**src/rtl/mem_stage_lsu.sv**
```systemverilog
// MEM stage: one-entry valid/ready register, load alignment/extension, ID forwarding and flush drain.
// Optional HI/LO pass-through is built only when MEM_HILO_EN is defined.
module mem_stage_lsu #(
  parameter int PC_W = 32,
  parameter int RA_W = 5,
  parameter int XLEN = 32
) (
  input  logic            clk,
  input  logic            rst_n,
  input  logic            flush,
  input  logic            in_valid,
  output logic            in_ready,
  input  logic [PC_W-1:0] ex_pc,
  input  logic [2:0]      ex_load_type,
  input  logic [1:0]      ex_addr_lo,
  input  logic            ex_rf_we,
  input  logic [RA_W-1:0] ex_rf_waddr,
  input  logic [XLEN-1:0] ex_result,
`ifdef MEM_HILO_EN
  input  logic            ex_hilo_we,
  input  logic [XLEN-1:0] ex_hi,
  input  logic [XLEN-1:0] ex_lo,
  output logic            wb_hilo_we,
  output logic [XLEN-1:0] wb_hi,
  output logic [XLEN-1:0] wb_lo,
`endif
  input  logic            dmem_rvalid,
  input  logic [XLEN-1:0] dmem_rdata,
  output logic            out_valid,
  input  logic            out_ready,
  output logic [PC_W-1:0] wb_pc,
  output logic            wb_rf_we,
  output logic [RA_W-1:0] wb_rf_waddr,
  output logic [XLEN-1:0] wb_rf_wdata,
  output logic            fwd_we,
  output logic [RA_W-1:0] fwd_waddr,
  output logic [XLEN-1:0] fwd_wdata,
  output logic            fwd_pending
);

  typedef enum logic [1:0] {S_EMPTY, S_HOLD, S_WAIT, S_DRAIN} state_t;

  state_t          state;
  logic [PC_W-1:0] pc_q;
  logic [2:0]      load_type_q;
  logic [1:0]      addr_lo_q;
  logic            rf_we_q;
  logic [RA_W-1:0] rf_waddr_q;
  logic [XLEN-1:0] result_q;
`ifdef MEM_HILO_EN
  logic            hilo_we_q;
  logic [XLEN-1:0] hi_q;
  logic [XLEN-1:0] lo_q;
`endif

  logic            accept;
  logic            ex_is_load;
  logic [7:0]      sel_b;
  logic [15:0]     sel_h;
  logic [XLEN-1:0] ld_data;

  assign in_ready   = (state == S_EMPTY) || ((state == S_HOLD) && out_ready);
  assign accept     = in_valid && in_ready && !flush;
  assign ex_is_load = (ex_load_type >= 3'd1) && (ex_load_type <= 3'd5);

  // Alignment uses the registered address bits of the instruction waiting in WAIT.
  always_comb begin
    sel_b = dmem_rdata[8*addr_lo_q +: 8];
    sel_h = dmem_rdata[16*addr_lo_q[1] +: 16];
    case (load_type_q)
      3'd1:    ld_data = {{(XLEN-8){sel_b[7]}}, sel_b};
      3'd2:    ld_data = {{(XLEN-8){1'b0}}, sel_b};
      3'd3:    ld_data = {{(XLEN-16){sel_h[15]}}, sel_h};
      3'd4:    ld_data = {{(XLEN-16){1'b0}}, sel_h};
      default: ld_data = dmem_rdata;
    endcase
  end

  always_ff @(posedge clk or negedge rst_n) begin
    if (!rst_n) begin
      state       <= S_EMPTY;
      pc_q        <= '0;
      load_type_q <= '0;
      addr_lo_q   <= '0;
      rf_we_q     <= 1'b0;
      rf_waddr_q  <= '0;
      result_q    <= '0;
`ifdef MEM_HILO_EN
      hilo_we_q   <= 1'b0;
      hi_q        <= '0;
      lo_q        <= '0;
`endif
    end else if (flush) begin
      pc_q        <= '0;
      load_type_q <= '0;
      addr_lo_q   <= '0;
      rf_we_q     <= 1'b0;
      rf_waddr_q  <= '0;
      result_q    <= '0;
`ifdef MEM_HILO_EN
      hilo_we_q   <= 1'b0;
      hi_q        <= '0;
      lo_q        <= '0;
`endif
      // A response that lands in the flush cycle itself closes out the drain.
      if ((state == S_WAIT || state == S_DRAIN) && !dmem_rvalid)
        state <= S_DRAIN;
      else
        state <= S_EMPTY;
    end else if (accept) begin
      pc_q        <= ex_pc;
      load_type_q <= ex_load_type;
      addr_lo_q   <= ex_addr_lo;
      rf_we_q     <= ex_rf_we;
      rf_waddr_q  <= ex_rf_waddr;
      result_q    <= ex_result;
`ifdef MEM_HILO_EN
      hilo_we_q   <= ex_hilo_we;
      hi_q        <= ex_hi;
      lo_q        <= ex_lo;
`endif
      state       <= ex_is_load ? S_WAIT : S_HOLD;
    end else begin
      case (state)
        S_WAIT: if (dmem_rvalid) begin
          result_q <= ld_data;
          state    <= S_HOLD;
        end
        S_HOLD:  if (out_ready) state <= S_EMPTY;
        S_DRAIN: if (dmem_rvalid) state <= S_EMPTY;
        default: state <= S_EMPTY;
      endcase
    end
  end

  assign out_valid   = (state == S_HOLD);
  assign wb_pc       = pc_q;
  assign wb_rf_we    = rf_we_q;
  assign wb_rf_waddr = rf_waddr_q;
  assign wb_rf_wdata = result_q;
  assign fwd_we      = (state == S_HOLD) && rf_we_q;
  assign fwd_pending = (state == S_WAIT) && rf_we_q;
  assign fwd_waddr   = rf_waddr_q;
  assign fwd_wdata   = result_q;
`ifdef MEM_HILO_EN
  assign wb_hilo_we  = hilo_we_q;
  assign wb_hi       = hi_q;
  assign wb_lo       = lo_q;
`endif

endmodule
```
**config.mk**
```make
export PLATFORM = sky130hd
export DESIGN_NAME = mem_stage_lsu
export DESIGN_NICKNAME = d
export VERILOG_FILES = /design/src/rtl/mem_stage_lsu.sv
export SDC_FILE = /design/constraint.sdc
export NUM_CORES = 1
export LEC_CHECK = 0
export ABC_CLOCK_PERIOD_IN_PS = 1750
export BUFFER_PORTS_ARGS = -buffer_cell sky130_fd_sc_hd__buf_4
export CORE_AREA = 2 2 117 108
export CTS_CLUSTER_SIZE = 25
export DETAILED_ROUTE_END_ITERATION = 10
export DIE_AREA = 0 0 119 110
export PLACE_DENSITY = 0.76
export SYNTH_ARGS = -nofsm -noshare
export SYNTH_HDL_FRONTEND = slang
export SYNTH_SLANG_ARGS = --single-unit
```
**constraint.sdc**
```tcl
create_clock -name clk -period 1.75 [get_ports clk]
set_clock_uncertainty 0.2 [all_clocks]
set_input_delay 0.175 -clock clk [delete_from_list [all_inputs] [get_ports clk]]
set_output_delay 0.175 -clock clk [all_outputs]
set_load 0.01 [all_outputs]
```
==> flow_metrics.py, run 1 <==
metrics = {
    "run_status": {
        "status": "finished, violations left",
        "violations": "negative setup slack",
    },
    "die": {
        "start_util_pct": 42.11,
        "core_area_mm2": 0.01184,
        "fp.dieH_um": 110,
        "rows": 38,
        "io_pins": 224,
        "die_w_um": 119,
        "die_area_mm2": 0.01309,
    },
    "clock_tree": {
        "clk_pin_slew_ns": 0.06,
        "htree_levels": 3,
        "cts_tree": "yes",
        "cts_num_sinks": 77,
        "root_buffer": "clkbuf_16",
        "clk-insertion-delay-late_ns": 0.35,
        "clk_path_buf_depth": 2,
        "cts_buffers": 9,
    },
    "global_routing": {
        "grt_pass1_wl_um": 29140,
        "grtUsageTotal_pct": 28.30,
        "grt_max_degree": 41,
        "gr-total-overflow": 0,
        "grt_antenna_before_repair": 0,
        "grt_pass1_vias": 5772,
    },
    "setup_path": {
        "reg2reg_from": "addr_lo_q[0]$_DFFE_PN0P_",
        "critPathSlowestCell": "dfrtp_2",
        "r2r_end": "fwd_wdata[9]$_DFFE_PN0P_",
        "arrival_ns": 2.02,
        "worst-r2r-setup-slack_ns": -0.24,
        "start_kind": "register",
        "slowest_delay_ns": 0.44,
        "path_class": "register to register",
        "worstPathCellList": "mux2_4, mux2i_4, o32ai_4, buf_4, a2111oi_2, o21ai_1",
        "crit_start": "addr_lo_q[0]$_DFFE_PN0P_",
        "crit_fanout": 5,
        "endpoint": "fwd_wdata[9]$_DFFE_PN0P_",
        "reg2regPathDepth": 6,
        "worstPathRequired_ns": 1.78,
        "cp-end-kind": "register",
    },
    "synthesis": {
        "synth_seq_cells": 77,
        "synth_ff_type": "dfrtp_1",
        "ys_types": 73,
        "synth.top_cell.area_share_pct": 38.65,
        "synthCells": 581,
        "synth_edf_count": 0,
        "yosys.area.top_type": "dfrtp_1",
        "ys_seq_area_share_pct": 38.65,
        "synthTopCellsByArea": "dfrtp_1, nand2_1, buf_4",
        "synthArstFlopShare_pct": 100.0,
        "synth_area_mm2": 0.004985,
        "syn_nets": 694,
        "syn_avg_cell_area_um2": 8.580,
        "ys_warn_count": 0,
    },
    "placement": {
        "port_buffers": 223,
        "routabilityCongestion": 0.9007,
        "placed_area_mm2": 0.006910,
        "place_ws_ns": -0.1884,
        "dp_hpwl_um": 12640,
    },
    "timing": {
        "hold_viol_final": 0,
        "worst_slew_margin_rel_pct": 72.07,
        "fin_ws_ns": -0.2377,
        "fin_crit_ns": 1.988,
        "finalSetupViolations": 30,
        "rsz0062_at_grt": "yes",
        "final.setup.tns_ns": -4.322,
        "finalCritPeriodShare_pct": 113.6,
        "worst_slew_pin_slew_ns": 0.4189,
        "fmax_ghz": 0.5031,
        "slew_violations": 0,
    },
    "detailed_routing": {
        "final_antenna_net_count": 0,
        "wl_per_cell_um": 18.20,
        "wirelength_um": 19310,
        "num_vias": 5704,
        "drt_first_pass_iters": 7,
        "drt_iter0_drc": 527,
        "routed_via_density": 5.376,
        "drc": 0,
    },
    "pwr": {
        "seq_power_share_pct": 31.2,
        "p_sw_share_pct": 32.42,
        "power_switching_mw": 2.211,
        "p_leak_nw": 4.029,
        "clockPowerShare_pct": 29.8,
        "p_comb_share_pct": 39.0,
        "powerDensity_mw_per_mm2": 788.7,
        "internal_power_mw": 4.608,
        "ir_drop_mv": 0.7011,
    },
    "min_path": {
        "hold_path.class": "primary input to register",
        "hold_path_depth": 3,
    },
    "finish": {
        "fin_nets": 1009,
        "fill_cells": 809,
        "diodes": 0,
        "multiInputGateArea_mm2": 0.002902,
        "ff_latch_area_mm2": 0.001931,
        "drive_above_1_share_pct": 46.06,
        "final_area_mm2": 0.008646,
        "layout-area-overhead-vs-synth_pct": 73.44,
    },
    "job": {
        "drv_cap": 0,
    },
}
-- final cells by class --
cell class	instances	area share, %
clock inverter	6	0.9986
multi-input combinational	418	33.56
clock buffer	10	2.764
timing repair buffer	383	37.73
inverter	7	0.3039
sequential	77	22.33
tap	160	2.315
-- layout by cell type (no fill, tap or decap), types with 4 or more instances in the layout --
cell type / Yosys / final
a21oi_1: 52 / 46
a21oi_2: 10 / 7
a21oi_4: 0 / 9
a22oi_1: 5 / 5
a31oi_1: 5 / 5
a32oi_1: 5 / 5
and2_1: 5 / 4
buf_12: 0 / 9
buf_4: 41 / 278
buf_6: 6 / 15
clkbuf_16: 0 / 10
dfrtp_1: 77 / 74
dlygate4sd3_1: 0 / 80
inv_1: 7 / 7
nand2_1: 129 / 128
nand2b_1: 21 / 18
nand2b_4: 1 / 5
nand3b_1: 4 / 4
nor2_1: 14 / 10
nor2_4: 3 / 6
nor2b_1: 7 / 4
nor2b_4: 1 / 4
nor3_1: 11 / 6
nor3_2: 0 / 5
o21ai_0: 38 / 26
o21ai_1: 9 / 19
o21ai_2: 12 / 13
o31ai_1: 7 / 6
-- flip-flops by register name, indices dropped and copies added, names as in the netlist --
name         count
fwd_wdata       32
wb_rf_we         1
state            2
addr_lo_q        2
load_type_q      3
wb_pc           32
fwd_waddr        5
-- worst max-delay path: cells and delay by family, from the launching register on --
family | cells | cell delay [ns]
compound gates | 3 | 0.49
buf+inv | 1 | 0.18
flops | 1 | 0.44
mux | 2 | 0.56
-- power groups by stage --
stage,combinational (mW),sequential (mW),clock [mW]
after floorplan,1.12,2.19,0
after global placement,2.09,2.13,0
after detailed placement,2.12,2.15,0
after CTS,2.45,2.12,2.06
after global routing,2.83,2.15,2.14
final,2.66,2.12,2.03
-- synth_stat cells, types with 5 or more instances --
cell and n:
o21ai_1 9, dfrtp_1 77, a32oi_1 5, nor3_1 11, inv_1 7, buf_6 6
mux2i_1 5, and2_1 5, o31ai_1 7, a22oi_1 5, a21oi_1 52, o21ai_2 12
nor2_1 14, nand2_1 129, o21ai_0 38, nand2b_1 21, a21oi_2 10, a31oi_1 5
buf_4 41, buf_2 16, nor2b_1 7, clkbuf_1 14
-- per-stage QoR --
step | power (mW) | hold WS [ns] | cells | util (%)
after global placement | 4.222 | -0.1275 | 944 | 58.37
after floorplan | 3.312 | -0.3206 | 581 | -
after detailed placement | 4.269 | -0.1283 | 944 | 58.37
after CTS | 6.626 | 0.002613 | 1051 | 70.55
final | 6.819 | 0.02437 | 1061 | 73.03
after global routing | 7.126 | 0.03317 | 1061 | 73.03
-- how the worst min path moves through the flow --
stage,endpoint,start,slack [ns]
final,fwd_wdata[4]$_DFFE_PN0P_,ex_result[4],0.02
after global routing,fwd_wdata[12]$_DFFE_PN0P_,flush,0.03
after CTS,fwd_wdata[28]$_DFFE_PN0P_,ex_result[28],0.003
after detailed placement,wb_pc[11]$_DFFE_PN0P_,rst_n,-0.13
after global placement,wb_pc[16]$_DFFE_PN0P_,rst_n,-0.13
after floorplan,addr_lo_q[0]$_DFFE_PN0P_,rst_n,-0.32
-- routing by layer --
metal	up-vias	global-route usage (%)	wire, µm
met3	47	8.128	1484
met2	300	49.88	9873
met4	0	10.97	522
met1	2728	32.95	7428
li1	2629	-	-
met5	-	0	0
-- repair_timing --
item,4_1_cts,5_1_grt
endpoints found under the setup margin,34,35
gates resized for setup,58,43
gates cloned,1,1
hold buffers,80,0
pin swaps,17,16
endpoints found under the hold margin,148,0
setup buffers,11,9
-- kinds of logic (layout without fill, tap and decap cells) --
group / after synthesis / in the layout / share of synthesized area (%)
AND/OR/NAND/NOR: 224 / 224 / 23.14
AO/OA/AOI/OAI: 183 / 183 / 24.75
multiplexers: 9 / 9 / 2.209
buffers and inverters: 86 / 406 / 10.89
XOR/XNOR: 2 / 2 / 0.3515
flip-flops: 77 / 77 / 38.65
Note: power is estimated with default switching activity, not from simulation.
==> inputs of run 2 (changes only) <==
- ABC_CLOCK_PERIOD_IN_PS: 1750 -> 1700
- clock period: 1.75 -> 1.7 ns (I/O delays scaled with it)
==> flow_metrics.py, run 2 (same netlist as run 1, synthesis figures left out) <==
metrics = {
    "pwr": {
        "p_leak_nw": 4.133,
        "ir_drop_mv": 0.8042,
        "powerDensity_mw_per_mm2": 824.9,
    },
    "global_routing": {
        "grt_antenna_before_repair": 0,
        "grt_pass1_wl_um": 28550,
        "grt_max_degree": 78,
        "grt_pass1_vias": 5541,
        "gr-total-overflow": 0,
        "grtUsageTotal_pct": 27.96,
    },
    "clock_tree": {
        "clk_pin_slew_ns": 0.06,
        "clk_path_buf_depth": 2,
        "clk-insertion-delay-late_ns": 0.35,
        "cts_num_sinks": 77,
        "root_buffer": "clkbuf_16",
        "cts_buffers": 9,
        "cts_tree": "yes",
        "htree_levels": 3,
    },
    "timing": {
        "fin_ws_ns": -0.1996,
        "holdWs_ns": 0.008610,
        "rsz0062_at_grt": "yes",
        "slew_violations": 0,
        "finalSetupViolations": 39,
        "worst_slew_pin_slew_ns": 0.4227,
        "worst_slew_margin_rel_pct": 71.82,
        "final.setup.tns_ns": -5.087,
        "finalCritPeriodShare_pct": 111.7,
        "hold_viol_final": 0,
        "fin_crit_ns": 1.900,
        "fmax_ghz": 0.5264,
    },
    "detailed_routing": {
        "wirelength_um": 19490,
        "routed_via_density": 5.281,
        "drt_first_pass_iters": 5,
        "final_antenna_net_count": 0,
        "wl_per_cell_um": 18.12,
        "num_vias": 5682,
        "drc": 0,
        "drt_iter0_drc": 385,
    },
    "setup_path": {
        "start_kind": "register",
        "endpoint": "fwd_wdata[20]$_DFFE_PN0P_",
        "r2r_end": "fwd_wdata[20]$_DFFE_PN0P_",
        "crit_start": "load_type_q[2]$_DFFE_PN0P_",
        "worstPathRequired_ns": 1.75,
        "reg2regPathDepth": 7,
        "worst-r2r-setup-slack_ns": -0.20,
        "path_class": "register to register",
        "cp-end-kind": "register",
        "reg2reg_from": "load_type_q[2]$_DFFE_PN0P_",
        "arrival_ns": 1.95,
        "crit_fanout": 16,
    },
    "placement": {
        "port_buffers": 223,
        "placedCellCount": 952,
        "dp_hpwl_um": 12650,
        "placed_area_mm2": 0.006938,
        "routabilityCongestion": 0.8916,
    },
    "die": {
        "start_util_pct": 42.11,
        "fp.dieH_um": 110,
        "rows": 38,
        "io_pins": 224,
        "die_w_um": 119,
        "core_area_mm2": 0.01184,
        "die_area_mm2": 0.01309,
    },
    "finish": {
        "fin_nets": 1024,
        "diodes": 0,
        "final_common_cell": "buf_4",
        "final_area_mm2": 0.008843,
        "drive_above_1_share_pct": 47.27,
        "post-route-util_pct": 74.70,
        "fill_cells": 804,
        "final_cell_mix": "buf_4, nand2_1, dlygate4sd3_1, dfrtp_1, a21oi_1",
        "layout-area-overhead-vs-synth_pct": 77.41,
        "instances_no_fill": 1076,
    },
    "run_status": {
        "status": "finished, violations left",
        "violations": "negative setup slack",
    },
    "min_path": {
        "hold_path.class": "primary input to register",
    },
    "job": {
        "drv_cap": 0,
    },
}
[run 2: cell types whose count changed in the layout (fill, tap and decap cells not counted), sizes merged]
cell	before	now
buf	302	314
clkinvlp	1	0
dlygate4sd3	80	82
clkbuf	11	15
clkinv	3	0
bufinv	2	3
[run 2: power by group]
group / switching, mW / total [mW] / internal [mW] / leakage (nW)
logic: 1.33 / 2.76 / 1.43 / 2.93
registers: 0.171 / 2.19 / 2.02 / 1.03
clock network: 0.787 / 2.34 / 1.56 / 0.176
total: 2.28 / 7.30 / 5.01 / 4.13
[run 2: final cells by class]
type / count / area, µm² / area share (%)
Clock buffer: 13 / 270.3 / 3.056
Inverter: 7 / 26.28 / 0.2971
Tap cell: 160 / 200.2 / 2.264
Sequential cell: 77 / 1933 / 21.86
Clock inverter: 3 / 90.09 / 1.019
Timing Repair Buffer: 398 / 3418 / 38.65
Multi-Input combinational cell: 418 / 2905 / 32.85
[run 2: worst min path at each step]
stage          cells after the start          start                        end  slack (ns)
2_1_floorplan                      0          rst_n   addr_lo_q[0]$_DFFE_PN0P_       -0.33
3_3_place_gp                       2          rst_n      wb_pc[18]$_DFFE_PN0P_        0.02
3_5_place_dp                       2          rst_n      wb_pc[13]$_DFFE_PN0P_        0.03
4_1_cts                            3   ex_result[7]   fwd_wdata[7]$_DFFE_PN0P_       0.003
5_1_grt                            3  ex_result[25]  fwd_wdata[25]$_DFFE_PN0P_        0.02
6_report                           3   ex_result[6]   fwd_wdata[6]$_DFFE_PN0P_       0.009
[run 2: what timing repair did]
action,4_1_cts,5_1_grt
cloned,0,2
setup endpoints to repair,36,71
gates resized for setup,46,65
pin swaps,18,16
hold endpoints to repair,149,1
buffers inserted,12,13
hold buffers,81,1
[run 2: worst max-delay path, stage by stage, from the launching register on]
cell     delay, ns
dfrtp_2       0.45
buf_4         0.16
xnor2_2       0.18
o32ai_4       0.12
nor3_4        0.21
buf_12        0.20
a21oi_1       0.08
o31ai_1       0.20
[run 2: through the flow]
stage          setup slack, ns  total power [mW]
2_1_floorplan         -0.06832             3.423
3_3_place_gp           -0.2218             4.364
3_5_place_dp           -0.2397             4.412
4_1_cts                -0.1851             7.026
5_1_grt                -0.3073             7.588
6_report               -0.1996             7.295
[run 2: per-layer routing]
layer | global-route usage (%) | wire (µm)
met3 | 6.687 | 1434
met4 | 8.673 | 281
met5 | 0 | 0
met2 | 48.52 | 9880
met1 | 34.81 | 7896
